$ cat src/rtl/tetris_pkg.sv
// Shared board geometry and types for the Tetris playfield blocks.
package tetris_pkg;

    localparam int BOARD_ROWS = 8;
    localparam int BOARD_COLS = 4;
    localparam int BOARD_W    = BOARD_ROWS * BOARD_COLS;

    typedef logic [BOARD_W-1:0] board_t;

    typedef enum logic [1:0] {
        IDLE  = 2'd0,
        SCAN  = 2'd1,
        CLEAR = 2'd2,
        DONE  = 2'd3
    } clr_state_t;

    localparam logic [BOARD_COLS-1:0] ROW_FULL = {BOARD_COLS{1'b1}};

endpackage

$ cat src/rtl/row_compact.sv
// Removes one row from the board; every row above it drops by one and the
// top row is refilled with empty cells.
module row_compact
    import tetris_pkg::*;
#(
    parameter int ROWS  = BOARD_ROWS,
    parameter int COLS  = BOARD_COLS,
    parameter int IDX_W = $clog2(ROWS)
) (
    input  logic [ROWS*COLS-1:0] board,
    input  logic [IDX_W-1:0]     row,
    output logic [ROWS*COLS-1:0] compacted
);

    // Rows below the removed one stay put, rows at or above it take the row
    // from directly above; the top row is never sourced, so it stays zero.
    always_comb begin
        compacted = '0;
        for (int r = 0; r < ROWS - 1; r++) begin
            if (r < int'(row)) begin
                compacted[r*COLS +: COLS] = board[r*COLS +: COLS];
            end else begin
                compacted[r*COLS +: COLS] = board[(r+1)*COLS +: COLS];
            end
        end
    end

endmodule

$ cat src/rtl/line_clear_ctrl.sv
// Line-clear engine: captures the locked board, walks rows bottom-to-top and
// removes full rows one per CLEAR cycle, rechecking the row that drops in.
module line_clear_ctrl
    import tetris_pkg::*;
#(
    parameter int ROWS  = BOARD_ROWS,
    parameter int COLS  = BOARD_COLS,
    parameter int CNT_W = 16
) (
    input  logic                 clk,
    input  logic                 rst,
    input  logic                 start,
    input  logic [ROWS*COLS-1:0] board_in,
    output logic                 busy,
    output logic                 done,
    output logic [ROWS*COLS-1:0] board_out,
    output logic [3:0]           lines_cleared,
    output logic [CNT_W-1:0]     total_lines
);

    localparam int IDX_W = $clog2(ROWS);
    localparam logic [IDX_W-1:0] LAST_ROW = IDX_W'(ROWS - 1);

    clr_state_t           state;
    logic [IDX_W-1:0]     row_idx;
    logic [COLS-1:0]      cur_row;
    logic                 row_full;
    logic [ROWS*COLS-1:0] compacted;

    assign cur_row  = board_out[int'(row_idx)*COLS +: COLS];
    assign row_full = (cur_row == {COLS{1'b1}});

    row_compact #(
        .ROWS  (ROWS),
        .COLS  (COLS),
        .IDX_W (IDX_W)
    ) u_row_compact (
        .board     (board_out),
        .row       (row_idx),
        .compacted (compacted)
    );

    // Control FSM with registered busy/done and the working board/counters.
    always_ff @(posedge clk or posedge rst) begin
        if (rst) begin
            state         <= IDLE;
            row_idx       <= '0;
            busy          <= 1'b0;
            done          <= 1'b0;
            board_out     <= '0;
            lines_cleared <= '0;
            total_lines   <= '0;
        end else begin
            case (state)
                IDLE: begin
                    done <= 1'b0;
                    if (start) begin
                        board_out     <= board_in;
                        lines_cleared <= '0;
                        row_idx       <= '0;
                        busy          <= 1'b1;
                        state         <= SCAN;
                    end
                end
                SCAN: begin
                    if (row_full) begin
                        state <= CLEAR;
                    end else if (row_idx == LAST_ROW) begin
                        busy  <= 1'b0;
                        done  <= 1'b1;
                        state <= DONE;
                    end else begin
                        row_idx <= row_idx + 1'b1;
                    end
                end
                CLEAR: begin
                    board_out     <= compacted;
                    lines_cleared <= lines_cleared + 4'd1;
                    if (total_lines != {CNT_W{1'b1}}) begin
                        total_lines <= total_lines + 1'b1;
                    end
                    state <= SCAN;
                end
                DONE: begin
                    done  <= 1'b0;
                    state <= IDLE;
                end
                default: begin
                    busy  <= 1'b0;
                    done  <= 1'b0;
                    state <= IDLE;
                end
            endcase
        end
    end

endmodule

$ cat config.mk
export PLATFORM = sky130hd
export DESIGN_NAME = line_clear_ctrl
export DESIGN_NICKNAME = d
export VERILOG_FILES = /design/src/rtl/tetris_pkg.sv /design/src/rtl/row_compact.sv /design/src/rtl/line_clear_ctrl.sv
export SDC_FILE = /design/constraint.sdc
export NUM_CORES = 1
export LEC_CHECK = 0
export BUFFER_PORTS_ARGS = -buffer_cell sky130_fd_sc_hd__buf_2
export CELL_PAD_IN_SITES_DETAIL_PLACEMENT = 1
export CELL_PAD_IN_SITES_GLOBAL_PLACEMENT = 1
export CORE_ASPECT_RATIO = 1.25
export CORE_UTILIZATION = 36
export CTS_CLUSTER_DIAMETER = 200
export DETAILED_ROUTE_END_ITERATION = 10
export HOLD_SLACK_MARGIN = 0.02
export PLACE_DENSITY_LB_ADDON = 0.1
export SLEW_MARGIN = 25
export SYNTH_ARGS = -nofsm -noshare
export SYNTH_HDL_FRONTEND = slang
export SYNTH_SLANG_ARGS = --single-unit
$ cat constraint.sdc
create_clock -name clk -period 1.81 [get_ports clk]
set_input_delay 0.2715 -clock clk [delete_from_list [all_inputs] [get_ports clk]]
set_output_delay 0.2715 -clock clk [all_outputs]
set_load 0.03 [all_outputs]
==> results of run 1 <==
state kept, by name, indices dropped and copies added (netlist names):
name,cells
board_out,32
busy,1
done,1
lines_cleared,4
row_idx,3
state,2
total_lines,16
cell families after synthesis:
family | Yosys count
simple gates | 98
fa+ha+maj | 9
xor+xnor | 14
mux | 33
compound gates | 79
buf+inv | 25
flops | 59
synth_stat cells (8+ instances only):
master,instances,area [µm²]
mux2i_1,30,300
o21ai_0,24,120
dfrtp_1,59,1480
nand4_1,8,50.1
inv_1,11,41.3
nand2_1,31,116
xor2_1,9,78.8
a31oi_1,8,50.1
nor2_1,25,93.8
a21oi_1,20,100
ha_1,9,113
worst max-delay path by stage:
stage,from,to,slack (ns)
2_1_floorplan,row_idx[0],done,-0.12
3_3_place_gp,row_idx[0],done,-0.14
3_5_place_dp,row_idx[0],done,-0.24
4_1_cts,board_out[5],done,-0.12
5_1_grt,row_idx[2],done,-0.24
6_report,row_idx[2],done,-0.14
cell type report:
class                   count  area share [%]
clock buffers              10            2.91
clock inverters             6            1.35
inverters                  11           0.954
multi-input cells         233            37.4
flip-flops and latches     59            31.7
well taps                 120            3.18
repair buffers            163            22.5
through the flow:
step | util [%] | hold WS, ns
floorplan | - | 0.468
global placement | 48.7 | 0.363
detailed placement | 48.7 | 0.378
CTS | 51.6 | 0.205
global route | 54.3 | 0.224
finish | 54.3 | 0.217
critical path, cell delays in order, from the launching register on:
cell and delay (ns):
dfrtp_2 0.45, a311o_1 0.38, a21oi_2 0.19, a211oi_4 0.07, a31oi_2 0.25, mux2_4 0.32
a22o_1 0.17
layer usage:
metal,vias up,GRT usage [%],share of wire [%]
met5,-,0,0
met4,0,6.55,1.2
met3,10,4.83,3.4
met2,58,37.6,53
met1,1491,25.7,42
li1,1463,-,-
timing repair:
item | in CTS | in global routing
endpoints found under the hold margin | 59 | 0
resized for setup | 8 | 24
hold buffers | 1 | 0
setup buffers | 3 | 10
setup endpoints to repair | 11 | 26
pin swaps | 8 | 14
cloned | 0 | 1
power by group through the flow:
stage                     clock network, W  registers, W  logic, W
after floorplan                          0       0.00317   0.00213
after global placement                   0       0.00232   0.00483
after detailed placement                 0       0.00232   0.00495
after CTS                          0.00128       0.00231   0.00509
after global routing               0.00132       0.00240   0.00594
final                              0.00124       0.00234   0.00549
==> results.md, run 1 <==
* R2R Setup Slk at -0.14 ns
* Area after DPL at 4240 µm²
* Logic pwr share at 60.5%
* Storage cell area at 1500 µm²
* Switch Pwr at 0.00422 W
* Dpl ws at -0.241 ns
* Root Driver: clkbuf_8
* First-pass GRT wire length at 15,200 µm
* Bufs on Longest Clock Path at 2
* Leak at 2.22 nW
* Min Tclk post-route at 1.95 ns
* Power per cell area at 1920 nW/µm²
* Num CTS Buffers at 9
* Htree depth at 3
* I/O pins at 89
* Pwr Total at 0.00908 W
* Setup Skew at 0.00688 ns
* FFs w/ async S/R, synth at 100%
* DP HPWL at 7080 µm
* Crit path DAT at 2.17 ns
* CTS tree: yes
* Die ar. at 9350 µm²
* Die Wd at 86.7 µm
* Worst Hold Depth at 3
* Worst Hold Class: input port to flip-flop
* Top FF cell, synth: dfrtp_1
* Synthesis Warnings at 0
* Maxcap violations at 0
* Core area at 8700 µm²
* Rel. slew slack at 72.3%
* Post-Syn Area at 3230 µm²
* DR pass1 iterations at 4
* Hold Startpoint: board_in[27]
* Wire per inst at 16.7 µm
* Number of fill cells at 1,046
* Worst slew pin tran at 0.415 ns
* R2R Path End: done
* Total gr overflow at 0
* Simple-gate portion of the synthesized area at 15.6%
* Internal Power at 0.00485 W
* DRT antenna net count at 0
* RePlAce Congestion at 0.810
* Multi-input gate area at 1770 µm²
* Synth Area in XOR/XNOR at 3.80%
* Syn_nets at 361
* DP Cell Count at 571
* Final worst slack at -0.136 ns
* RSZ-0062 raised after global routing: yes
* Reg power frac at 25.8%
* Rows at 38
* Failing checks: negative setup slack
* Number of library cell types mapped by synthesis at 50
* Starting Density at 37.1%
* Compound-Gate Fraction of Synth Area at 17.3%
* Tcrit/Tclk final at 108%
* Adder-Cell Fraction of Synth Area at 3.49%
* Required @ worst endpoint at 2.04 ns
* Mux contribution to synthesized area at 10.5%
* CP Class: flip-flop to flip-flop
* Die Y at 108 µm
* PortBufs at 88
* Setup tns final at -0.587 ns
* Seq/Total Area, Yosys at 45.8%
* Max-slew violations at 0
* Clock slew at reported path FFs at 0.07 ns
* Fin nets at 521
* Reg2Reg Depth at 6
* Final instance area at 4720 µm²
* Worst skew pair latency at 0.34 ns
* Tot GR Track Use at 21.4%
* Fraction of layout cells with a size suffix above 1 at 47.3%
* Number of global-route vias before repair at 3,017
* Fin. Hold Viols at 0
* Highest Clock Rate at 514 MHz
* Seq cells post-synth at 59
* Switching Fraction at 46.5%
* Clock share of power at 13.7%
* Antenna cells at 0
* Final wirelength at 10,100 µm
* Critical Path End Type: flip-flop
* Clock sink count at 59
* Fin cells at 602
* Initial antenna violation count at 0
* Worst setup SP type: flip-flop
* Routed vias at 3,022
* Synthesis-to-finish area growth at 46.4%
* Status: complete, but fails checks
* Crit path max fanout at 6
* # DRC at 0
* Main combinational cell family by area after synthesis: compound AO/OA/AOI/OAI gates
* R2r startpoint: row_idx[2]
* Most common cell after layout, fill and taps aside: buf_2
* Hold EP: board_out[27]
* Drt initial violations at 91
* Worst vdd ir at 0.835 mV
* Endpoints failing setup at 6
* Syn Area/Cell at 10.2 µm²
* Syn Inst Count at 317
* Pin count of the biggest net entering global routing at 60
* Most frequent cells in the layout: 88 x buf_2, 67 x buf_4, 44 x dfrtp_1
* Post-synth EDFFs at 0
* Post-DR vias/cell at 5.02
(Power assumes the default switching activity.)
==> run 2, diff against run 1 <==
CORE_UTILIZATION = 35   (was 36)
REMOVE_ABC_BUFFERS = 1   (was default)
==> results.md, run 2 (synthesized netlist as in run 1, its figures left out) <==
* Status: complete, but fails checks (unchanged)
* Failing checks: negative setup slack (unchanged)
* Maxcap violations at 0 (unchanged)
* Min Tclk post-route at 1.95 ns (about the same)
* Total gr overflow at 0 (unchanged)
* R2R Path End: done (unchanged)
* Max FFs per register at 32 (unchanged)
* Num CTS Buffers at 9 (unchanged)
* RePlAce Congestion at 0.769 (was 0.810)
* Largest registers: board_out: 32 flops, total_lines: 16 flops, lines_cleared: 4 flops (unchanged)
* Wire per inst at 16.9 µm (was 16.7 µm)
* CP Class: flip-flop to flip-flop (unchanged)
* First-pass GRT wire length at 16,400 µm (was 15,200 µm)
* Max-slew violations at 0 (unchanged)
* Fin. Hold Viols at 0 (unchanged)
* Root Driver: clkbuf_8 (unchanged)
* Highest Clock Rate at 512 MHz (was 514 MHz)
* Reg2Reg Depth at 7 (was 6)
* CTS tree: yes (unchanged)
* DP HPWL at 7290 µm (was 7080 µm)
* Worst setup SP type: flip-flop (unchanged)
* RSZ-0062 raised after global routing: yes (unchanged)
* Worst vdd ir at 1.09 mV (was 0.835 mV)
* Worst Hold Class: input port to flip-flop (unchanged)
* Setup Skew at 0.00561 ns (was 0.00688 ns)
* Largest Register: board_out (unchanged)
* Die Wd at 87.9 µm (was 86.7 µm)
* Most common cell after layout, fill and taps aside: buf_2 (unchanged)
* Synthesis-to-finish area growth at 45.0% (was 46.4%)
* Fin nets at 519 (was 521)
* Worst skew pair latency at 0.35 ns (was 0.34 ns)
* Worst slew pin tran at 0.327 ns (was 0.415 ns)
* Crit path from: row_idx[2] (unchanged)
* Leak at 2.21 nW (was 2.22 nW)
* Initial antenna violation count at 0 (unchanged)
* I/O pins at 89 (unchanged)
* Fraction of layout cells with a size suffix above 1 at 45.1% (was 47.3%)
* Most frequent cells in the layout: 88 x buf_2, 66 x buf_4, 56 x dfrtp_1 (was 88 x buf_2, 67 x buf_4, 44 x dfrtp_1)
* Critical Path End Type: flip-flop (unchanged)
* Drt initial violations at 122 (was 91)
* # DRC at 0 (unchanged)
* Clock sink count at 59 (unchanged)
* Post-DR vias/cell at 5.13 (was 5.02)
* Area after DPL at 4220 µm² (was 4240 µm²)
* Bufs on Longest Clock Path at 2 (unchanged)
* Rel. slew slack at 78.1% (was 72.3%)
* Starting Density at 36.7% (was 37.1%)
* Power per cell area at 1920 nW/µm² (about the same)
* Hold Startpoint: board_in[20] (was board_in[27])
* Endpoints failing setup at 6 (unchanged)
* Final wirelength at 10,100 µm (about the same)
* Required @ worst endpoint at 2.05 ns (was 2.04 ns)
* Crit path max fanout at 8 (was 6)
* Die ar. at 9610 µm² (was 9350 µm²)
* Routed vias at 3,074 (was 3,022)
* Antenna cells at 0 (unchanged)
* Final worst slack at -0.142 ns (was -0.136 ns)
* Core area at 8800 µm² (was 8700 µm²)
* Tot GR Track Use at 22.7% (was 21.4%)
* Rows at 38 (unchanged)
* Crit path DAT at 2.19 ns (was 2.17 ns)
* Hold EP: board_out[20] (was board_out[27])
* Pwr Total at 0.00897 W (was 0.00908 W)
* Number of global-route vias before repair at 3,256 (was 3,017)
* PortBufs at 88 (unchanged)
* Worst Hold Depth at 3 (unchanged)
* R2r startpoint: row_idx[2] (unchanged)
* DRT antenna net count at 0 (unchanged)
* R2R Setup Slk at -0.14 ns (about the same)
* Tcrit/Tclk final at 108% (about the same)
* Htree depth at 3 (unchanged)
* Final instance area at 4680 µm² (was 4720 µm²)
* Die Y at 109 µm (was 108 µm)
* Clock slew at reported path FFs at 0.07 ns (about the same)
* Hold WS at 0.210 ns (was 0.217 ns)
* Setup tns final at -0.472 ns (was -0.587 ns)
* Pin count of the biggest net entering global routing at 60 (unchanged)
* Number of fill cells at 1,030 (was 1,046)
* DR pass1 iterations at 4 (unchanged)
run 2: cell types whose count changed in the layout (fill, tap and decap cells not counted), moves of 2 or more:
cell and change:
dfrtp_1 +12, dfrtp_2 -12, ha_1 -2, clkbuf_8 +4, clkinvlp_4 -3, ha_4 +2
run 2: area by class of cell:
type,count,area [µm²],share of cell area (%)
Timing Repair Buffer,161,1020,21.9
Tap cell,120,150,3.21
Multi-Input combinational cell,233,1780,38.1
Clock inverter,1,5.00,0.107
Sequential cell,59,1480,31.7
Clock buffer,14,193,4.12
Inverter,11,43.8,0.937
run 2: worst max-delay path by stage:
stage,end
floorplan,board_out[8]
global placement,done
detailed placement,done
CTS,done
global route,done
finish,done
run 2: worst max-delay path, cell delays in order, from the launching register on:
cell and delay [ns]:
dfrtp_2 0.48, a311o_1 0.33, a21oi_2 0.16, a211oi_2 0.06, buf_4 0.16, a31oi_4 0.16
mux2_4 0.32, a22o_1 0.18
run 2: stage by stage:
step | instances | util, % | setup WS (ns)
global placement | 573 | 48.0 | -0.188
floorplan | 303 | - | -1.41
CTS | 597 | 52.1 | -0.0849
finish | 599 | 53.2 | -0.142
detailed placement | 573 | 48.0 | -0.276
global route | 599 | 53.2 | -0.208
run 2: power breakdown:
group	internal [W]	switching (W)	total (W)
logic	0.00229	0.00313	0.00542
clock network	0.000675	0.000524	0.00120
registers	0.00184	0.000518	0.00236
run 2: routing by layer:
metal / part of all wire [%] / GRT usage, % / vias up / wire, µm
li1: - / - / 1463 / -
met4: 1.9 / 10.5 / 0 / 190
met3: 2.9 / 3.15 / 13 / 293
met2: 53 / 40.3 / 71 / 5370
met5: 0 / 0 / - / 0
met1: 42 / 26.7 / 1527 / 4250
run 2: timing repair:
item,CTS,global route
hold buffers,1,0
pin swaps,11,5
buffers inserted,8,2
endpoints found under the hold margin,59,0
resized for setup,24,15
endpoints found under the setup margin,31,31
